==> src/rtl/div71x16_seq.sv <==
// Sequential radix-2 restoring divider: 71-bit dividend / 16-bit divisor ->
// 55-bit quotient and 16-bit remainder, one quotient bit per enabled clock.
module div71x16_seq #(
    parameter int ASIZE = 55,
    parameter int BSIZE = 16
) (
    input  logic                   clk,
    input  logic                   rst_n,
    input  logic                   ce,
    input  logic                   start,
    input  logic [ASIZE+BSIZE-1:0] dividend,
    input  logic [BSIZE-1:0]       divisor,
    output logic                   ready,
    output logic                   valid,
    output logic [ASIZE-1:0]       quotient,
    output logic [BSIZE-1:0]       remainder,
    output logic                   div_by_zero,
    output logic                   overflow
);
    localparam int DSIZE = ASIZE + BSIZE;
    localparam int CW    = $clog2(ASIZE + 1);

    typedef enum logic {S_IDLE, S_CALC} state_t;

    state_t           r_state, w_next;
    logic [BSIZE-1:0] r_div;
    logic [BSIZE-1:0] r_rem;
    logic [ASIZE-1:0] r_sh;
    logic [CW-1:0]    r_cnt;
    logic             r_valid, r_dbz, r_ovf;
    logic [ASIZE-1:0] r_quot;
    logic [BSIZE-1:0] r_remo;

    logic             w_accept, w_dbz, w_ovf, w_last, w_qbit;
    logic [BSIZE:0]   w_trial, w_diff;
    logic [BSIZE-1:0] w_rem_nx;
    logic [ASIZE-1:0] w_sh_nx;

    assign w_accept = (r_state == S_IDLE) && ce && start;
    assign w_dbz    = (divisor == '0);
    // Upper dividend half >= divisor means the quotient needs more than ASIZE bits.
    assign w_ovf    = (dividend[DSIZE-1:ASIZE] >= divisor);
    assign w_last   = (r_cnt == CW'(ASIZE - 1));

    // Partial remainder stays below the divisor, so BSIZE bits hold it between
    // iterations; the shifted trial value and its difference need BSIZE+1.
    assign w_trial  = {r_rem, r_sh[ASIZE-1]};
    assign w_diff   = w_trial - {1'b0, r_div};
    assign w_qbit   = ~w_diff[BSIZE];
    assign w_rem_nx = w_qbit ? w_diff[BSIZE-1:0] : w_trial[BSIZE-1:0];
    assign w_sh_nx  = {r_sh[ASIZE-2:0], w_qbit};

    always_ff @(posedge clk or negedge rst_n) begin
        if (!rst_n) r_state <= S_IDLE;
        else        r_state <= w_next;
    end

    always_comb begin
        w_next = r_state;
        case (r_state)
            S_IDLE: if (w_accept && !w_dbz && !w_ovf) w_next = S_CALC;
            S_CALC: if (ce && w_last)                 w_next = S_IDLE;
            default: w_next = S_IDLE;
        endcase
    end

    always_ff @(posedge clk or negedge rst_n) begin
        if (!rst_n) begin
            r_div   <= '0;
            r_rem   <= '0;
            r_sh    <= '0;
            r_cnt   <= '0;
            r_valid <= 1'b0;
            r_dbz   <= 1'b0;
            r_ovf   <= 1'b0;
            r_quot  <= '0;
            r_remo  <= '0;
        end else begin
            r_valid <= 1'b0;
            if (w_accept) begin
                r_div <= divisor;
                if (w_dbz || w_ovf) begin
                    r_quot  <= '1;
                    r_remo  <= '0;
                    r_dbz   <= w_dbz;
                    r_ovf   <= ~w_dbz;
                    r_valid <= 1'b1;
                end else begin
                    r_rem <= dividend[DSIZE-1:ASIZE];
                    r_sh  <= dividend[ASIZE-1:0];
                    r_cnt <= '0;
                end
            end else if (r_state == S_CALC && ce) begin
                r_rem <= w_rem_nx;
                r_sh  <= w_sh_nx;
                r_cnt <= r_cnt + CW'(1);
                if (w_last) begin
                    r_quot  <= w_sh_nx;
                    r_remo  <= w_rem_nx;
                    r_dbz   <= 1'b0;
                    r_ovf   <= 1'b0;
                    r_valid <= 1'b1;
                end
            end
        end
    end

    assign ready       = (r_state == S_IDLE);
    assign valid       = r_valid;
    assign quotient    = r_quot;
    assign remainder   = r_remo;
    assign div_by_zero = r_dbz;
    assign overflow    = r_ovf;
endmodule

==> config.mk <==
export PLATFORM = sky130hd
export DESIGN_NAME = div71x16_seq
export DESIGN_NICKNAME = d
export VERILOG_FILES = /design/src/rtl/div71x16_seq.sv
export SDC_FILE = /design/constraint.sdc
export NUM_CORES = 1
export LEC_CHECK = 0
export ABC_CLOCK_PERIOD_IN_PS = 6500
export CORE_MARGIN = 3
export CORE_UTILIZATION = 56
export CTS_CLUSTER_DIAMETER = 150
export DETAILED_ROUTE_END_ITERATION = 10
export PLACE_DENSITY = 0.86
export SYNTH_ARGS = -nofsm -noshare
export SYNTH_HDL_FRONTEND = slang
export SYNTH_SLANG_ARGS = --single-unit
==> constraint.sdc <==
create_clock -name clk -period 6.5 [get_ports clk]
set_input_delay 1.95 -clock clk [delete_from_list [all_inputs] [get_ports clk]]
set_output_delay 1.95 -clock clk [all_outputs]
set_load 0.01 [all_outputs]
==> impl_metrics.env <==
export IMPL_status="completed"
export IMPL_rr_endpoint="r_rem[9]$_DFFE_PN0P_"
export IMPL_synth_nets=993
export IMPL_finalCritPeriodShare=0.8131
export IMPL_cp_required_ns=6.83
export IMPL_postCtsSetupBuffers=0
export IMPL_tritoncts="built"
export IMPL_max_freq_ghz=0.1892
export IMPL_grt_pass1_vias=7070
export IMPL_cp_common_cell="o21ai_0"
export IMPL_tightest_slew_ns=1.039
export IMPL_seqCellArea_um2=4204
export IMPL_cts_htree_levels=4
export IMPL_finish_net_count=1130
export IMPL_fin_util=0.7483
export IMPL_tns_ns=0
export IMPL_synth_seq_cells=168
export IMPL_fillers=966
export IMPL_post_route_min_period_ns=5.285
export IMPL_max_slew_margin_rel=0.3062
export IMPL_async_reset_ff_frac=1.000
export IMPL_syn_inst=867
export IMPL_fin_cells=1197
export IMPL_postCtsHoldBufs=0
export IMPL_dp_cells=1165
export IMPL_overflow=0
export IMPL_powerDensity_nw_per_um2=291.4
export IMPL_vias=7122
export IMPL_port_buffers=165
export IMPL_layout_common_cells="dfrtp_1, clkdlybuf4s50_1, nand2_1, nor2_1, a31oi_1"
export IMPL_finalHoldViolCount=0
export IMPL_rows=43
export IMPL_cts_made_buffers=17
export IMPL_r2r_start="r_sh[54]$_DFFE_PN0P_"
export IMPL_cp_max_fo=102
export IMPL_synth_flop_cell="dfrtp_1"
export IMPL_fp_dieH_um=126.7
export IMPL_clock_skew_ns=0.01491
export IMPL_crit_path_top_delay_cell="nand2_4"
export IMPL_cts_resized=0
export IMPL_drv_slew=0
export IMPL_startpoint_type="primary input"
export IMPL_multi_input_area_um2=3592
export IMPL_drt_first_pass_iters=5
export IMPL_syn2layout_area_growth_pct=28.88
export IMPL_setup_viol=0
export IMPL_wl_mm=21.98
export IMPL_rsz0062_at_grt="false"
export IMPL_p_leak_nw=4.790
export IMPL_synth_top_area_frac=0.5157
export IMPL_clock_latency_ns=0.43
export IMPL_yosys_area_top_type="dfrtp_1"
export IMPL_critPathTopFamily="compound AO/OA/AOI/OAI gates"
export IMPL_arrival_ns=5.62
export IMPL_cap_violations=0
export IMPL_drive_gt1_frac=0.05506
export IMPL_yosysWarnings=0
export IMPL_start_util=0.5806
export IMPL_grt_pass1_wl_mm=35.69
export IMPL_cts_sinks=168
export IMPL_ant_nets=0
export IMPL_worstHoldStart="remainder[1]$_DFFE_PN0P_"
export IMPL_core_area_um2=14040
export IMPL_yosys_top_cells_area="dfrtp_1, nand2_1, o22a_1"
export IMPL_remaining_drc_errors=0
export IMPL_worst_setup_path_end_kind="register"
export IMPL_io_pins=166
export IMPL_worstHoldEndpoint="remainder[1]$_DFFE_PN0P_"
export IMPL_via_per_inst=5.950
export IMPL_hpwl_mm=14.61
export IMPL_syn_area_um2=8153
export IMPL_grt_usage=0.2765
export IMPL_avgSynthCellArea_um2=9.403
export IMPL_final_common_cell="dfrtp_1"
export IMPL_path_class="in2reg"
export IMPL_synth_distinct_cells=52
export IMPL_path_clk_slew_ns=0.07
export IMPL_drt_iter0_drc=777
export IMPL_cp_slowest_stage_delay_ns=0.76
export IMPL_cts_root_buffer_cell="clkbuf_16"
export IMPL_drt_wirelength_per_cell_um=18.36
export IMPL_dieArea_um2=16040
export IMPL_vdd_drop_max_v=0.0001722
export IMPL_path_cells="clkdlybuf4s50_1, inv_1, ha_1, a21oi_1, o21ai_0, a211oi_1, o21ai_0, a21o_1, nand2_4, buf_4, nor2_1, a31oi_1"
export IMPL_antenna_found_initial=0
export IMPL_gp_congestion=0.9061
export IMPL_reg2reg_slack_ns=2.81
export IMPL_antenna_cells=0
export IMPL_p_total_mw=3.062
export IMPL_seq_area_frac_synth=0.5157
export IMPL_clockBufferDepth=2
export IMPL_worstRegToRegCells=13
export IMPL_hold_class="reg2reg"
export IMPL_die_x_um=126.7
export IMPL_cp_num_buf_inv=3
export IMPL_grt_max_degree=103
export IMPL_synth_edf_count=0
export IMPL_hold_depth=2
## flip-flops by register name (all words and copies together) (netlist names), 6 cells and up
name	count
r_cnt	6
r_sh	55
r_rem	16
r_div	16
remainder	16
quotient	55
## synthesized netlist by cell type, types with 6 or more instances
library cell / number
o22a_1: 54
a21o_1: 14
nand3_1: 9
nor3_1: 14
nor2_1: 86
xnor2_1: 7
nand2_1: 163
nand2b_1: 6
a31oi_1: 60
o21ai_0: 54
mux2i_1: 7
ha_1: 34
inv_1: 39
dfrtp_1: 168
a21oi_1: 30
a211oi_1: 10
clkbuf_1: 49
## per-stage QoR
stage	instance area (um^2)	worst slack [ns]	hold slack [ns]
floorplan	8153	2.463	0.4523
global placement	9888	1.107	0.4607
detailed placement	9888	0.9698	0.4694
CTS	10510	1.350	0.4842
global route	10510	1.141	0.5083
finish	10510	1.215	0.4820
## worst register-to-register path, stage by stage, from the launching register on
cell and delay [ns]:
dfrtp_1 0.41, inv_1 0.07, ha_1 0.15, inv_1 0.05, fa_1 0.41, a21oi_1 0.19, nor2_1 0.11, o31a_1 0.33
a21o_1 0.23, a311oi_4 0.66, buf_4 0.35, mux2i_1 0.32, a211oi_1 0.12, a21o_1 0.19
## worst max path at each step
stage	slack (ns)	end	depth (start not counted)	start
5_1_grt	1.14	r_sh[2]$_DFFE_PN0P_	12	divisor[1]
2_1_floorplan	2.46	r_sh[1]$_DFFE_PN0P_	12	divisor[13]
3_3_place_gp	1.11	r_sh[36]$_DFFE_PN0P_	12	divisor[9]
3_5_place_dp	0.97	r_sh[32]$_DFFE_PN0P_	12	divisor[9]
6_report	1.21	r_sh[30]$_DFFE_PN0P_	12	divisor[5]
4_1_cts	1.35	r_sh[30]$_DFFE_PN0P_	12	divisor[1]
## per-layer routing
metal  up-vias  share of wire  global-route usage
met2       305           0.48              0.4421
met3        37          0.079             0.07411
met4         0          0.021             0.08454
met5         -              0                   0
li1       3309              -                   -
met1      3471           0.42              0.3730
## cells by family (layout without fill, tap and decap cells)
group / after synthesis / in the layout / share of synthesized area
AOI/OAI and AO/OA: 241 / 241 / 0.2010
and+or+nand+nor: 307 / 307 / 0.1576
buffers and inverters: 95 / 245 / 0.04650
xor gates and xnor gates: 11 / 11 / 0.01182
muxes: 10 / 10 / 0.01274
DFF: 168 / 168 / 0.5157
adders and majority gates: 35 / 35 / 0.05464
## report_power, final
| part | switching, mW | internal (mW) | total, mW |
|---|---|---|---|
| clock network | 0.429 | 0.630 | 1.06 |
| registers | 0.120 | 1.17 | 1.29 |
| logic | 0.392 | 0.318 | 0.710 |
| total | 0.941 | 2.12 | 3.06 |
## layout make-up
type                            instances  area share
Clock buffer                           19     0.04311
Inverter                               39     0.01393
Tap cell                              180     0.02143
Timing Repair Buffer                  174      0.1637
Multi-Input combinational cell        604      0.3419
Clock inverter                         13     0.01584
Sequential cell                       168      0.4001
No activity file was read; power rests on OpenSTA's default activity.
